[src/rtl/regfile_wb_arbiter.sv]
// regfile_wb_arbiter: shares the single register_file write port between
// three writeback sources (0 = MEM load, 1 = ALU, 2 = MUL/DIV).
// Grants at most one request per cycle and registers the winner onto
// reg_write/write_reg/write_data one cycle later.
// Build option: define WB_RR_EN for a round-robin base policy; without it the
// base policy is fixed priority 0 > 1 > 2. Starvation promotion applies in both.
//
// Handshake: a transfer happens on req_valid[i] && req_ready[i]. A source keeps
// valid/reg/data stable until it sees ready. req_ready is combinational,
// one-hot for the winner, and all zero during rst, hold or when nothing is valid.
module regfile_wb_arbiter #(
    parameter int DATA_W     = 32,
    parameter int ADDR_W     = 5,
    parameter int STARVE_MAX = 4
) (
    input  logic                clk,
    input  logic                rst,
    input  logic                hold,
    input  logic [2:0]          req_valid,
    output logic [2:0]          req_ready,
    input  logic [3*ADDR_W-1:0] req_reg,
    input  logic [3*DATA_W-1:0] req_data,
    output logic                reg_write,
    output logic [ADDR_W-1:0]   write_reg,
    output logic [DATA_W-1:0]   write_data,
    output logic                grant_vld,
    output logic [1:0]          grant_id
);

    localparam logic [3:0] STARVE_TH = 4'(STARVE_MAX);

    logic [3:0]        wait_cnt [3];
    logic [2:0]        starved;
    logic              grant_any;
    logic [1:0]        grant_idx;
    logic [2:0]        grant;
    logic [ADDR_W-1:0] sel_reg;
    logic [DATA_W-1:0] sel_data;

`ifdef WB_RR_EN
    logic [1:0] rr_ptr;
`endif

    // A valid source that has lost STARVE_MAX or more cycles in a row is starved.
    always_comb begin
        starved = 3'b000;
        for (int i = 0; i < 3; i++) begin
            starved[i] = req_valid[i] && (wait_cnt[i] >= STARVE_TH);
        end
    end

    // Pick the winner: lowest starved source first, otherwise the base policy.
    always_comb begin
        grant_any = 1'b0;
        grant_idx = 2'd0;
        if (!rst && !hold) begin
            if (|starved) begin
                grant_any = 1'b1;
                if (starved[0])      grant_idx = 2'd0;
                else if (starved[1]) grant_idx = 2'd1;
                else                 grant_idx = 2'd2;
            end else if (|req_valid) begin
                grant_any = 1'b1;
`ifdef WB_RR_EN
                // Walk the search order backwards so the last hit is the first in order.
                for (int k = 2; k >= 0; k--) begin
                    int cand;
                    cand = int'(rr_ptr) + k;
                    if (cand >= 3) cand = cand - 3;
                    if (req_valid[cand]) grant_idx = 2'(cand);
                end
`else
                if (req_valid[0])      grant_idx = 2'd0;
                else if (req_valid[1]) grant_idx = 2'd1;
                else                   grant_idx = 2'd2;
`endif
            end
        end
        grant = grant_any ? (3'b001 << grant_idx) : 3'b000;
    end

    assign req_ready = grant;

    // Route the winning source's address and data toward the output stage.
    always_comb begin
        case (grant_idx)
            2'd0:    begin sel_reg = req_reg[0 +: ADDR_W];        sel_data = req_data[0 +: DATA_W];        end
            2'd1:    begin sel_reg = req_reg[ADDR_W +: ADDR_W];   sel_data = req_data[DATA_W +: DATA_W];   end
            default: begin sel_reg = req_reg[2*ADDR_W +: ADDR_W]; sel_data = req_data[2*DATA_W +: DATA_W]; end
        endcase
    end

    // Per-source wait counters: count lost cycles, clear on grant or idle, freeze on hold.
    always_ff @(posedge clk) begin
        if (rst) begin
            for (int i = 0; i < 3; i++) wait_cnt[i] <= 4'd0;
        end else if (!hold) begin
            for (int i = 0; i < 3; i++) begin
                if (!req_valid[i] || grant[i]) wait_cnt[i] <= 4'd0;
                else if (wait_cnt[i] != 4'hF) wait_cnt[i] <= wait_cnt[i] + 4'd1;
            end
        end
    end

`ifdef WB_RR_EN
    // Round-robin pointer moves just past whichever source was granted.
    always_ff @(posedge clk) begin
        if (rst) begin
            rr_ptr <= 2'd0;
        end else if (grant_any) begin
            rr_ptr <= (grant_idx == 2'd2) ? 2'd0 : grant_idx + 2'd1;
        end
    end
`endif

    // Output stage: register the granted write; writes to $zero are consumed but not enabled.
    always_ff @(posedge clk) begin
        if (rst) begin
            reg_write  <= 1'b0;
            write_reg  <= '0;
            write_data <= '0;
            grant_vld  <= 1'b0;
            grant_id   <= 2'd0;
        end else if (grant_any) begin
            reg_write  <= (sel_reg != '0);
            write_reg  <= sel_reg;
            write_data <= sel_data;
            grant_vld  <= 1'b1;
            grant_id   <= grant_idx;
        end else begin
            reg_write  <= 1'b0;
            grant_vld  <= 1'b0;
        end
    end

endmodule

[config.mk]
export PLATFORM = sky130hd
export DESIGN_NAME = regfile_wb_arbiter
export DESIGN_NICKNAME = d
export VERILOG_FILES = /design/src/rtl/regfile_wb_arbiter.sv
export SDC_FILE = /design/constraint.sdc
export NUM_CORES = 1
export LEC_CHECK = 0
export ABC_AREA = 1
export CORE_ASPECT_RATIO = 0.75
export CORE_UTILIZATION = 30
export CTS_BUF_LIST = sky130_fd_sc_hd__clkbuf_2 sky130_fd_sc_hd__clkbuf_4 sky130_fd_sc_hd__clkbuf_8
export DETAILED_ROUTE_END_ITERATION = 8
export GPL_TIMING_DRIVEN = 0
export HOLD_SLACK_MARGIN = 0.15
export PLACE_DENSITY = 0.61
export SKIP_CTS_REPAIR_TIMING = 1
export SLEW_MARGIN = 5
export SYNTH_ARGS = -nofsm -noshare
export SYNTH_HDL_FRONTEND = slang
export SYNTH_SLANG_ARGS = --single-unit
[constraint.sdc]
create_clock -name clk -period 5.22 [get_ports clk]
set_clock_uncertainty 0.05 [all_clocks]
set_input_delay 1.044 -clock clk [delete_from_list [all_inputs] [get_ports clk]]
set_output_delay 1.044 -clock clk [all_outputs]
set_load 0.01 [all_outputs]
==> metrics.md, run 1 <==
| Metric | Value |
|---|---|
| Residual DRC count | `0` |
| Crit path max fanout | `10` |
| Initial DRT Pass Iterations | `4` |
| Power Density | `217.8 nW/um2` |
| Pleak | `roughly 1.8 nW` |
| Max reg flops | `32` |
| Final worst setup slack | `roughly 1100 ps` |
| Num rows | `30` |
| Nets | `between 600 and 700` |
| Clock tree sinks | `53` |
| Root Buffer | `clkbuf_8` |
| Worst setup SP type | `input pin` |
| Die H | `just under 90 um` |
| FMAX | `240.4 MHz` |
| Clock Power Share | `around 25%` |
| Synthesized area | `slightly below 3000 um2` |
| Switching Share | `around 28%` |
| CP required | `between 4000 and 5000 ps` |
| DP Worst Slack | `1067 ps` |
| Synthesized Nets | `~460` |
| Wire per inst | `roughly 16 um` |
| Die ar. | `~10000 um2` |
| Core area | `slightly above 9000 um2` |
| CTS tree | `done` |
| Comb power frac | `between 20% and 30%` |
| Sum Neg Setup Slack | `0 ps` |
| Port bufs | `approximately 160` |
| Layout area overhead | `63.84%` |
| # diodes | `0` |
| Hold Vio Cnt, Final | `0` |
| Main combinational cell family by area after synthesis | `simple AND/OR/NAND/NOR gates` |
| Final Max Slew Viols | `0` |
| Post-Syn Area per Cell | `8.469 um2` |
| H-tree Lvls | `2` |
| Crit end category | `primary output` |
| Pint | `748.6 uW` |
| Initial antenna violation count | `0` |
| VDD IR max | `between 90 and 100 uV` |
| Largest net degree at the start of global routing | `16` |
| Sequential power share | `a little under half` |
| Wirelength, routed | `between 10000 and 15000 um` |
| Final min period | `4160 ps` |
| Worst-Skew Late Latency | `320 ps` |
| Switching pwr | `~280 uW` |
| Status | `finished clean` |
| DPL Wire Length | `7959 um` |
| Tcrit/Tclk final | `roughly four fifths` |
| Vias in the first global route | `approximately 3000` |
| Final setup viols | `0` |
| Hold path depth | `2` |
| R2R depth | `8` |
| Unique masters post-synth | `33` |
| Clk slew on worst S/H paths | `around 80 ps` |
| Number of max-cap violations | `0` |
| Cells after Synth | `approximately 340` |
| Synth Area in Simple Gates | `about a quarter` |
| RSZ-0062 raised after global routing | `no` |
| CTS Buf Count | `5` |
| Synth warnings | `0` |
| GPL Wtd Cong | `approximately 0.8` |
| Critical path class | `in -> out` |
| Fraction of layout cells with a size suffix above 1 | `about 12%` |
| Synth Area in Adders | `1.296%` |
| Worst min path class | `reg -> reg` |
| Vias | `about 3100` |
| Seq cells post-synth | `53` |
| Arrival time worst endpoint | `between 3000 and 4000 ps` |
| ANT nets after route | `0` |
| Max_slew headroom | `roughly 63%` |
| Starting density of the core | `a little under a third` |
| XOR/XNOR Fraction of Synth Area | `1.512%` |
| Slew @ Worst Pin | `around 550 ps` |
| Seq/Total Area, Yosys | `around two fifths` |
| First-pass GRT wire length | `15510 um` |
| DRT iter0 DRCs | `roughly 140` |
| Post-synthesis mux area share | `0%` |
| IO Pins | `~160` |
| Die Wd | `115.5 um` |
| Compound-cell area share of the yosys netlist | `22.03%` |
| Vias/cell | `between 4 and 5` |
| Gr usage total | `between 20% and 30%` |
| Maximum number of buffers from clock root to sink | `2` |
| Congestion Overflow GR | `0` |
path summary, 6_finish.rpt:
path | slack (ps) | from | end
worst min-delay path | 430 | grant_id[0] | grant_id[0]
worst min register to register | 430 | grant_id[0] | grant_id[0]
worst max-delay path | 1060 | hold | req_ready[2]
worst max register to register | 3020 | wait_cnt[1][2] | wait_cnt[1][1]
area by class of cell:
cell class	instances	area [um2]
Fill cell	865	4451
Timing Repair Buffer	159	1592
Tap cell	128	160.2
Buffer	20	173.9
Inverter	16	71.32
Clock buffer	8	97.59
Sequential cell	53	1181
Multi-Input combinational cell	253	1470
power groups by stage:
stage          logic, mW  clock network (mW)  registers (mW)
4_1_cts            0.302               0.268           0.476
3_3_place_gp       0.299                   0           0.483
5_1_grt            0.324               0.280           0.480
3_5_place_dp       0.300                   0           0.485
2_1_floorplan      0.109                   0           0.496
6_report           0.300               0.258           0.476
routing by layer:
metal / wire length, um / track usage (%) / share of wire (%) / up-vias
met3: 625 / 4.802 / 6.2 / 10
met5: 0 / 0 / 0 / -
met4: 209 / 8.619 / 2.1 / 0
li1: - / - / - / 1511
met2: 4764 / 33.53 / 47 / 98
met1: 4492 / 25.75 / 45 / 1434
Yosys cell counts, drive strengths merged:
cell type / n / share of area [%]
nand2: 128 / 17
dfxtp: 41 / 28
a41oi: 30 / 15
nand3: 23 / 4.0
a21oi: 22 / 3.8
nor2: 21 / 3.5
buf: 16 / 5.5
inv: 15 / 2.3
edfxtp: 12 / 12
o21ai: 12 / 2.5
clkbuf: 4 / 0.52
ha: 3 / 1.3
o211ai: 3 / 0.78
xnor2: 3 / 0.91
nand4: 2 / 0.43
or2: 2 / 0.43
xor2: 2 / 0.60
a31oi: 1 / 0.22
clkinv: 1 / 0.17
conb: 1 / 0.13
per-stage QoR:
stage	cells	utilization, %	instance area [um2]	power (mW)	hold WS (ps)
finish	637	51.61	4746	1.033	430.9
CTS	637	51.61	4746	1.045	433.2
detailed placement	629	50.54	4648	0.7854	416.6
global placement	629	50.54	4648	0.7821	409.5
floorplan	342	-	2897	0.6053	431.5
global route	637	51.61	4746	1.084	442.5
logic make-up after synthesis:
logic type	count (synthesis)
and+or+nand+nor	176
AOI/OAI and AO/OA	68
DFF	53
buffers and inverters	36
xor gates and xnor gates	5
adders and majority gates	3
other	1
placed cells by master, fill, tap and decap left out, types with 4 or more instances in the layout:
cell type,instances
a21oi_1,22
a41oi_1,8
a41oi_2,22
buf_2,4
buf_6,8
clkbuf_1,4
clkbuf_8,6
clkdlybuf4s50_1,159
dfxtp_1,41
edfxtp_1,12
inv_1,10
nand2_1,124
nand3_1,23
nor2_1,18
o21ai_0,10
worst max-delay path: stages:
cell             delay, ps
clkdlybuf4s50_1        530
nor2_4                 250
nand2_2                110
nor2_4                 140
nand2_4                120
inv_6                  150
buf_6                  160
clkdlybuf4s50_1        550
Note: power is estimated with default switching activity, not from simulation.
==> inputs of run 2 (changes only) <==
==> constraint.sdc (replaced) <==
create_clock -name clk -period 3.9 [get_ports clk]
set_clock_uncertainty 0.05 [all_clocks]
set_input_delay 0.78 -clock clk [delete_from_list [all_inputs] [get_ports clk]]
set_output_delay 0.78 -clock clk [all_outputs]
set_load 0.01 [all_outputs]
==> results of run 2 <==
The final DEF is identical to that of run 1. Status: finished clean.
Main changes from that run: setup slack after placement 1067 ps -> 274.7 ps; setup slack after layout 1060 ps -> 268.2 ps; register-to-register setup slack 3020 ps -> 1700 ps; total power 1.033 mW -> 1.383 mW; worst IR drop on VDD 94.33 uV -> 126.3 uV
==> inputs of run 3 (changes only) <==
--- a/config.mk
+++ b/config.mk
@@ -7,6 +7,7 @@
 export LEC_CHECK = 0
 export ABC_AREA = 1
 export CORE_ASPECT_RATIO = 0.75
+export CORE_MARGIN = 10
 export CORE_UTILIZATION = 30
 export CTS_BUF_LIST = sky130_fd_sc_hd__clkbuf_2 sky130_fd_sc_hd__clkbuf_4 sky130_fd_sc_hd__clkbuf_8
 export DETAILED_ROUTE_END_ITERATION = 8
==> metrics.md, run 3 (synthesized netlist as in run 1, its figures left out) <==
| Metric | Value |
|---|---|
| GPL Wtd Cong | `0.8123` |
| Multi-input gate area | `1470 um2` |
| Gr usage total | `between 10% and 20%` |
| Initial DRT Pass Iterations | `4` |
| Residual DRC count | `0` |
| Largest net degree at the start of global routing | `15` |
| Clock tree sinks | `53` |
| Most frequent cells in the layout | `clkdlybuf4s50_1, nand2_1, dfxtp_1` |
| Slew @ Worst Pin | `about 550 ps` |
| Sum Neg Setup Slack | `0 ps` |
| Final Max Slew Viols | `0` |
| Number of max-cap violations | `0` |
| Die H | `between 100 and 150 um` |
| Max_slew headroom | `63.03%` |
| Most common cell after layout, fill and taps aside | `clkdlybuf4s50_1` |
| Final min period | `around 3600 ps` |
| Worst min path class | `reg -> reg` |
| Final setup viols | `0` |
| Starting density of the core | `31.37%` |
| Crit-path slowest cell | `clkdlybuf4s50_1` |
| IO Pins | `161` |
| Root Buffer | `clkbuf_8` |
| Crit path max fanout | `10` |
| Num rows | `30` |
| Maximum number of buffers from clock root to sink | `2` |
| Wire per inst | `18.02 um` |
| Clk slew on worst S/H paths | `about 90 ps` |
| VDD IR max | `130.4 uV` |
| Wirelength, routed | `~11000 um` |
| CTS Buf Count | `5` |
| Congestion Overflow GR | `0` |
| Critical path class | `in -> out` |
| Hold Vio Cnt, Final | `0` |
| Die Wd | `133.5 um` |
| Top Family by Delay on Critical Path | `buffers and inverters` |
| Worst path bufs/invs | `4` |
| Vias in the first global route | `about 3200` |
| Max reg flops | `32` |
| Arrival time worst endpoint | `2780 ps` |
| Core area | `approximately 9200 um2` |
| Port bufs | `159` |
| Die ar. | `14030 um2` |
| ANT nets after route | `0` |
| Layout area overhead | `63.63%` |
| First-pass GRT wire length | `roughly 18000 um` |
| Pleak | `1.761 nW` |
| RSZ-0062 raised after global routing | `no` |
| Worst-Skew Late Latency | `310 ps` |
| Nets | `between 600 and 700` |
| Tcrit/Tclk final | `a little over 90%` |
| Reg area | `~1200 um2` |
| CP required | `roughly 3100 ps` |
| # diodes | `0` |
| Fraction of layout cells with a size suffix above 1 | `11.59%` |
| CTS tree | `done` |
| Crit end category | `primary output` |
| Power consumption | `~1.4 mW` |
| H-tree Lvls | `2` |
| DRT iter0 DRCs | `154` |
| DPL Wire Length | `a little over 9000 um` |
| Worst-path cell chain | `clkdlybuf4s50_1 -> nor2_4 -> nand2_2 -> nor2_4 -> nand2_4 -> inv_6 -> buf_6 -> clkdlybuf4s50_1` |
| Power Density | `approximately 290 nW/um2` |
| Worst setup SP type | `input pin` |
| CP peak stage delay | `about 540 ps` |
| Filler Cell Count | `857` |
| FMAX | `roughly 280 MHz` |
| Vias/cell | `approximately 4.7` |
| Initial antenna violation count | `0` |
| Vias | `around 3000` |
| Status | `finished clean` |
run 3: cell count changes in the layout (fill, tap and decap cells not counted):
cell      previous run  this run
clkbuf_4             2         3
clkbuf_8             6         5
run 3: worst paths after layout:
path,start,end,slack [ps],depth (start not counted)
hold / removal,write_reg[1],write_reg[1],430,2
hold reg to reg,write_reg[1],write_reg[1],430,2
setup reg to reg,wait_cnt[1][2],wait_cnt[1][1],1720,8
setup / recovery,hold,req_ready[2],290,8
run 3: final cells by class:
cell class	instances	area share (%)
Clock buffer	8	1.927
Sequential cell	53	24.92
Tap cell	128	3.379
Multi-Input combinational cell	253	31.02
Buffer	20	3.669
Inverter	16	1.505
Timing Repair Buffer	159	33.58
run 3: where the power goes:
| group | internal (mW) | switching (mW) | leakage [nW] |
|---|---|---|---|
| logic | 0.233 | 0.171 | 1.24 |
| clock network | 0.149 | 0.186 | 0.0498 |
| registers | 0.610 | 0.0267 | 0.470 |
| total | 0.992 | 0.384 | 1.76 |
run 3: layer usage:
metal	vias up	routed length (um)	GRT usage (%)
met5	-	0	0
met4	0	201	4.496
met3	10	732	5.120
met1	1386	5005	19.34
li1	1506	-	-
met2	94	5540	25.91
run 3: worst register-to-register path, stage by stage, from the launching register on:
cell      delay (ps)
edfxtp_1         460
o21ai_0          240
nand2_1          140
nand2_4          160
inv_4             50
buf_8            140
nor2_1           130
nand3_1          190
o211ai_1         280
run 3: through the flow:
stage | util (%) | cells | area, um2 | hold WS, ps | setup slack, ps
2_1_floorplan | - | 342 | 2897 | 431.5 | 1480
3_3_place_gp | 50.34 | 629 | 4648 | 409.1 | 273.6
3_5_place_dp | 50.34 | 629 | 4648 | 421.7 | 286.2
4_1_cts | 51.33 | 637 | 4740 | 436.0 | 273.7
5_1_grt | 51.33 | 637 | 4740 | 460.5 | 202.9
6_report | 51.33 | 637 | 4740 | 431.9 | 287.8
==> RTL edit 1: new RTL, settings of run 3 <==
Change the parameter `DATA_W` from 32 to 48.
--- a/src/rtl/regfile_wb_arbiter.sv
+++ b/src/rtl/regfile_wb_arbiter.sv
@@ -10,5 +10,5 @@
 // one-hot for the winner, and all zero during rst, hold or when nothing is valid.
 module regfile_wb_arbiter #(
-    parameter int DATA_W     = 32,
+    parameter int DATA_W     = 48,
     parameter int ADDR_W     = 5,
     parameter int STARVE_MAX = 4
Ports: changed (resized req_data and write_data); port bits go from 161 to 225. The function was not compared with the original's and may differ.
==> RTL edit 1 against run 3 <==
  * Fmax is 1.7% lower
  * Via count rose by 39%
  * Power increased by 36%
  * Wire length is 43% higher
  * Final area rose by 35%
  * Sequential cell count is 16 higher
  * Synthesized cell count is 32% higher
  * Count of clock-buffer cells in the layout is 5 higher
  * Sequential power is 28% higher
  * Register-to-register slack lost 30 ps
  * Sequential share of layout area down 1.4 points
  * Area after synthesis is 30% higher
  * Worst setup slack lost 62 ps
==> RTL edit 1: results (changes against run 3) <==
metric;value;unit;change
status;complete, no violations;;
synthTopCellsByArea;dfxtp_1 30%, nand2_1 19%, a41oi_2 12%;;
gp_congestion;0.823;;+1.3%
portBuffers;223;;+40%
min_from;grant_id[1];;
cts_inserted_buffers;9;;+4
grt_max_degree;11;;-4
tightest_slew;750;ps;+195 ps
swShare;0.276;;-0.00307
worst_skew_pair.late_latency;340;ps;+30 ps
dr.first_iter.drc_count;179;;+16%
dp_hpwl;13.1;mm;+41%
first_global_vias;4300;;+36%
yosysUniqueCellTypes;32;;-3.0%
wl_per_cell;19.3;µm;+6.8%
final_nets;854;;+36%
vdd_drop_max;0.135;mV;+3.8%
ys_seq_area_frac;0.398;;-0.0100
min_to;grant_id[1];;
critical_path.max_fanout;10;;unchanged
fillCellCount;1151;;+34%
detail_route.first_pass.iterations;5;;+1
ff2ff_setup_slack;1690;ps;-30 ps
crit_path_end;req_ready[2];;
cts_root_buffer;clkbuf_8;;
critPathArrivalTime;2840;ps;+60 ps
rr_endpoint;wait_cnt[2][0];;
vias;4157;;+39%
grt_pass1_wl;24.2;mm;+35%
synth_common_cells;189 x nand2_1, 57 x dfxtp_1, 27 x a41oi_2;;
synth_fp_nets;620;;+34%
layout-drive-gt1-share;0.116;;+0.000366
cts_htree_levels;3;;+1
grt_util_all_layers;0.177;;+0.0194
placed_cell_area;6210;µm²;+34%
largest_reg_flops;48;;+50%
p_leak;0.00234;µW;+33%
cts.clk_slew.worst_paths;70;ps;-20 ps
## RTL edit 1: changes by cell type after synthesis, sizes merged, moves of 3 or more
cell / before / now
buf: 16 / 22
inv: 15 / 18
a41oi: 30 / 44
nand2: 128 / 194
clkbuf: 4 / 7
dfxtp: 41 / 57
o21ai: 12 / 15
## RTL edit 1: layout make-up
cell class                      count  area (µm²)  area share
Buffer                             29         224      0.0351
Tap cell                          166         208      0.0326
Inverter                           18        80.1      0.0126
Timing Repair Buffer              223        2230       0.350
Clock buffer                       13         160      0.0251
Multi-Input combinational cell    336        1970       0.309
Sequential cell                    69        1500       0.236
## RTL edit 1: stage by stage
step	cells	hold WS (ps)	power, µW	setup slack (ps)
6_report	854	418	1870	226
2_1_floorplan	452	433	1040	1410
4_1_cts	854	423	1900	214
3_5_place_dp	841	412	1370	219
5_1_grt	854	446	1970	141
3_3_place_gp	841	403	1360	223
## RTL edit 1: power by group through the flow
stage,Combinational (µW),Clock (µW),Sequential [µW]
6_report,537,516,818
5_1_grt,577,566,825
4_1_cts,542,537,818
3_5_place_dp,538,0,833
3_3_place_gp,534,0,829
2_1_floorplan,187,0,852
## RTL edit 1: cells by family after synthesis
kind of cell,after synthesis,share of synthesized area
flops,69,0.398
xor+xnor,5,0.0116
other cells,1,0.000993
fa+ha+maj,3,0.00994
simple gates,245,0.288
compound gates,82,0.211
buf+inv,47,0.0805
## RTL edit 1: per-layer routing
layer,GRT usage,share of wire
met5,0,0
met2,0.299,0.49
met1,0.206,0.40
met4,0.0574,0.023
met3,0.0653,0.092
## RTL edit 1: critical path, cell delays in order
cell and delay, ps:
clkdlybuf4s50_1 580, nor2_8 240, nand2_2 130, nor2_8 150, nand2_8 100, inv_4 130, buf_6 170, clkdlybuf4s50_1 550
==> RTL edit 2: new RTL, flow settings as in run 3 <==
Without the edit above. Add a define of `WB_RR_EN`.
--- a/src/rtl/regfile_wb_arbiter.sv
+++ b/src/rtl/regfile_wb_arbiter.sv
@@ -9,4 +9,6 @@
 // valid/reg/data stable until it sees ready. req_ready is combinational,
 // one-hot for the winner, and all zero during rst, hold or when nothing is valid.
+`define WB_RR_EN
+
 module regfile_wb_arbiter #(
     parameter int DATA_W     = 32,
Check against the original RTL: not equivalent (Yosys sat finds a counterexample within 4 cycles, from zero or initial values and one cycle with rst high).
==> RTL edit 2 against run 3 <==
  * Die area is 6.0% higher
  * Final area rose by 5.2%
  * Power up 4.4%
  * Sequential cell count is 2 higher
  * Synthesized cell count rose by 25%
  * Area after synthesis increased by 7.3%
  * Critical endpoint is now req_ready[0]
  * Wire length increased by 3.5%
  * Critical path type unchanged
  * Worst setup slack got worse by 98 ps
  * Register-to-register slack worse by 390 ps
  * Hold slack better by 3.3 ps
==> RTL edit 2: results (changes against run 3) <==
metric;value;unit;change
synth_common_cells;152 x nand2_1, 43 x dfxtp_1, 35 x inv_1;;
dr.first_iter.drc_count;175;;+14%
ys_warn_count;0;;unchanged
met2_length;5.28;mm;-4.7%
hold_violations;0;;unchanged
vias_per_cell;4.58;;-2.5%
critical_path.max_fanout;7;;-3
power.internal;1010;µW;+1.9%
r2r_start;rr_ptr[0];;
status;complete, no violations;;
diodes;0;;unchanged
tightest_slew;653;ps;+98.9 ps
p_leak;0.00215;µW;+22%
critPathArrivalTime;2880;ps;+100 ps
min_from;grant_id[0];;
route.met3.wl;1.36;mm;+86%
fillCellCount;1043;;+22%
grt_max_degree;17;;+2
ff2ff_setup_slack;1330;ps;-390 ps
dp_hpwl;9.45;mm;+1.5%
layout-drive-gt1-share;0.101;;-0.0151
cts.clk_slew.worst_paths;110;ps;+20 ps
place_ws;-13.9;ps;-300 ps
gp_congestion;0.827;;+1.8%
synth_fp_nets;550;;+19%
first_global_vias;3499;;+10%
grt_pass1_wl;18.4;mm;+2.5%
synthTopCellsByArea;dfxtp_1 28%, nand2_1 18%, edfxtp_1 12%;;
grt_util_all_layers;0.156;;-0.00210
vdd_drop_max;0.141;mV;+8.1%
fin_cells;731;;+15%
cts_inserted_buffers;5;;unchanged
final_nets;717;;+14%
cts_root_buffer;clkbuf_8;;
rr_endpoint;wait_cnt[1][3];;
wl_per_cell;16.3;µm;-9.8%
portBuffers;160;;+0.63%
min_to;grant_id[0];;
r2r_cells;15;;+7
yosysUniqueCellTypes;34;;+3.0%
syn_inst;427;;+25%
ys_seq_area_frac;0.393;;-0.0147
wl_met1;5.13;mm;+2.6%
[RTL edit 2: logic make-up after synthesis]
| group | count (synthesis) | share of synthesized area |
|---|---|---|
| DFF | 55 | 0.393 |
| xor gates and xnor gates | 4 | 0.0113 |
| other | 1 | 0.00121 |
| AOI/OAI and AO/OA | 64 | 0.145 |
| adders and majority gates | 6 | 0.0242 |
| and+or+nand+nor | 231 | 0.325 |
| buffers and inverters | 66 | 0.101 |
[RTL edit 2: final cells by class]
cell class,count,area share
sequential,55,0.245
inverter,43,0.0329
clock buffer,6,0.0153
clock inverter,2,0.00226
buffer,23,0.0309
multi-input combinational,306,0.316
timing repair buffer,160,0.324
tap,136,0.0341
[RTL edit 2: critical path, stage by stage]
cell and delay, ps:
clkdlybuf4s50_1 570, nand2_1 90, nand2_1 110, o21ai_2 70
nand2_1 70, nand2_1 40, nand2_1 60, nand2_2 100
nand2_4 120, nand2_4 90, nor2_1 190, clkdlybuf4s50_1 580
[RTL edit 2: through the flow]
step / area [µm²] / hold WS, ps / util / TNS [ps]
final: 4990 / 435 / 0.488 / 0
after global routing: 4990 / 448 / 0.488 / 0
after CTS: 4970 / 436 / 0.486 / -24.3
after detailed placement: 4880 / 419 / 0.478 / -13.9
after global placement: 4880 / 410 / 0.478 / -4.92
after floorplan: 3110 / 407 / - / 0
[RTL edit 2: power groups by stage]
stage | logic [µW] | registers [µW] | clock network (µW)
after floorplan | 174 | 688 | 0
final | 449 | 660 | 327
after global placement | 447 | 669 | 0
after detailed placement | 451 | 672 | 0
after global routing | 496 | 666 | 357
after CTS | 453 | 660 | 343
[RTL edit 2: worst max path at each step]
stage	startpoint	end	cells after the start	slack, ps
finish	req_valid[0]	req_ready[0]	12	190
global route	req_valid[0]	req_ready[2]	12	30
CTS	rst	req_ready[1]	9	-20
detailed placement	rst	req_ready[1]	9	-10
global placement	rst	req_ready[1]	9	-5
floorplan	hold	req_ready[1]	7	1430
[RTL edit 2: routing by layer]
layer,vias up,track usage
met2,133,0.243
met1,1496,0.193
met5,-,0
met4,0,0.0353
li1,1716,-
met3,6,0.0728
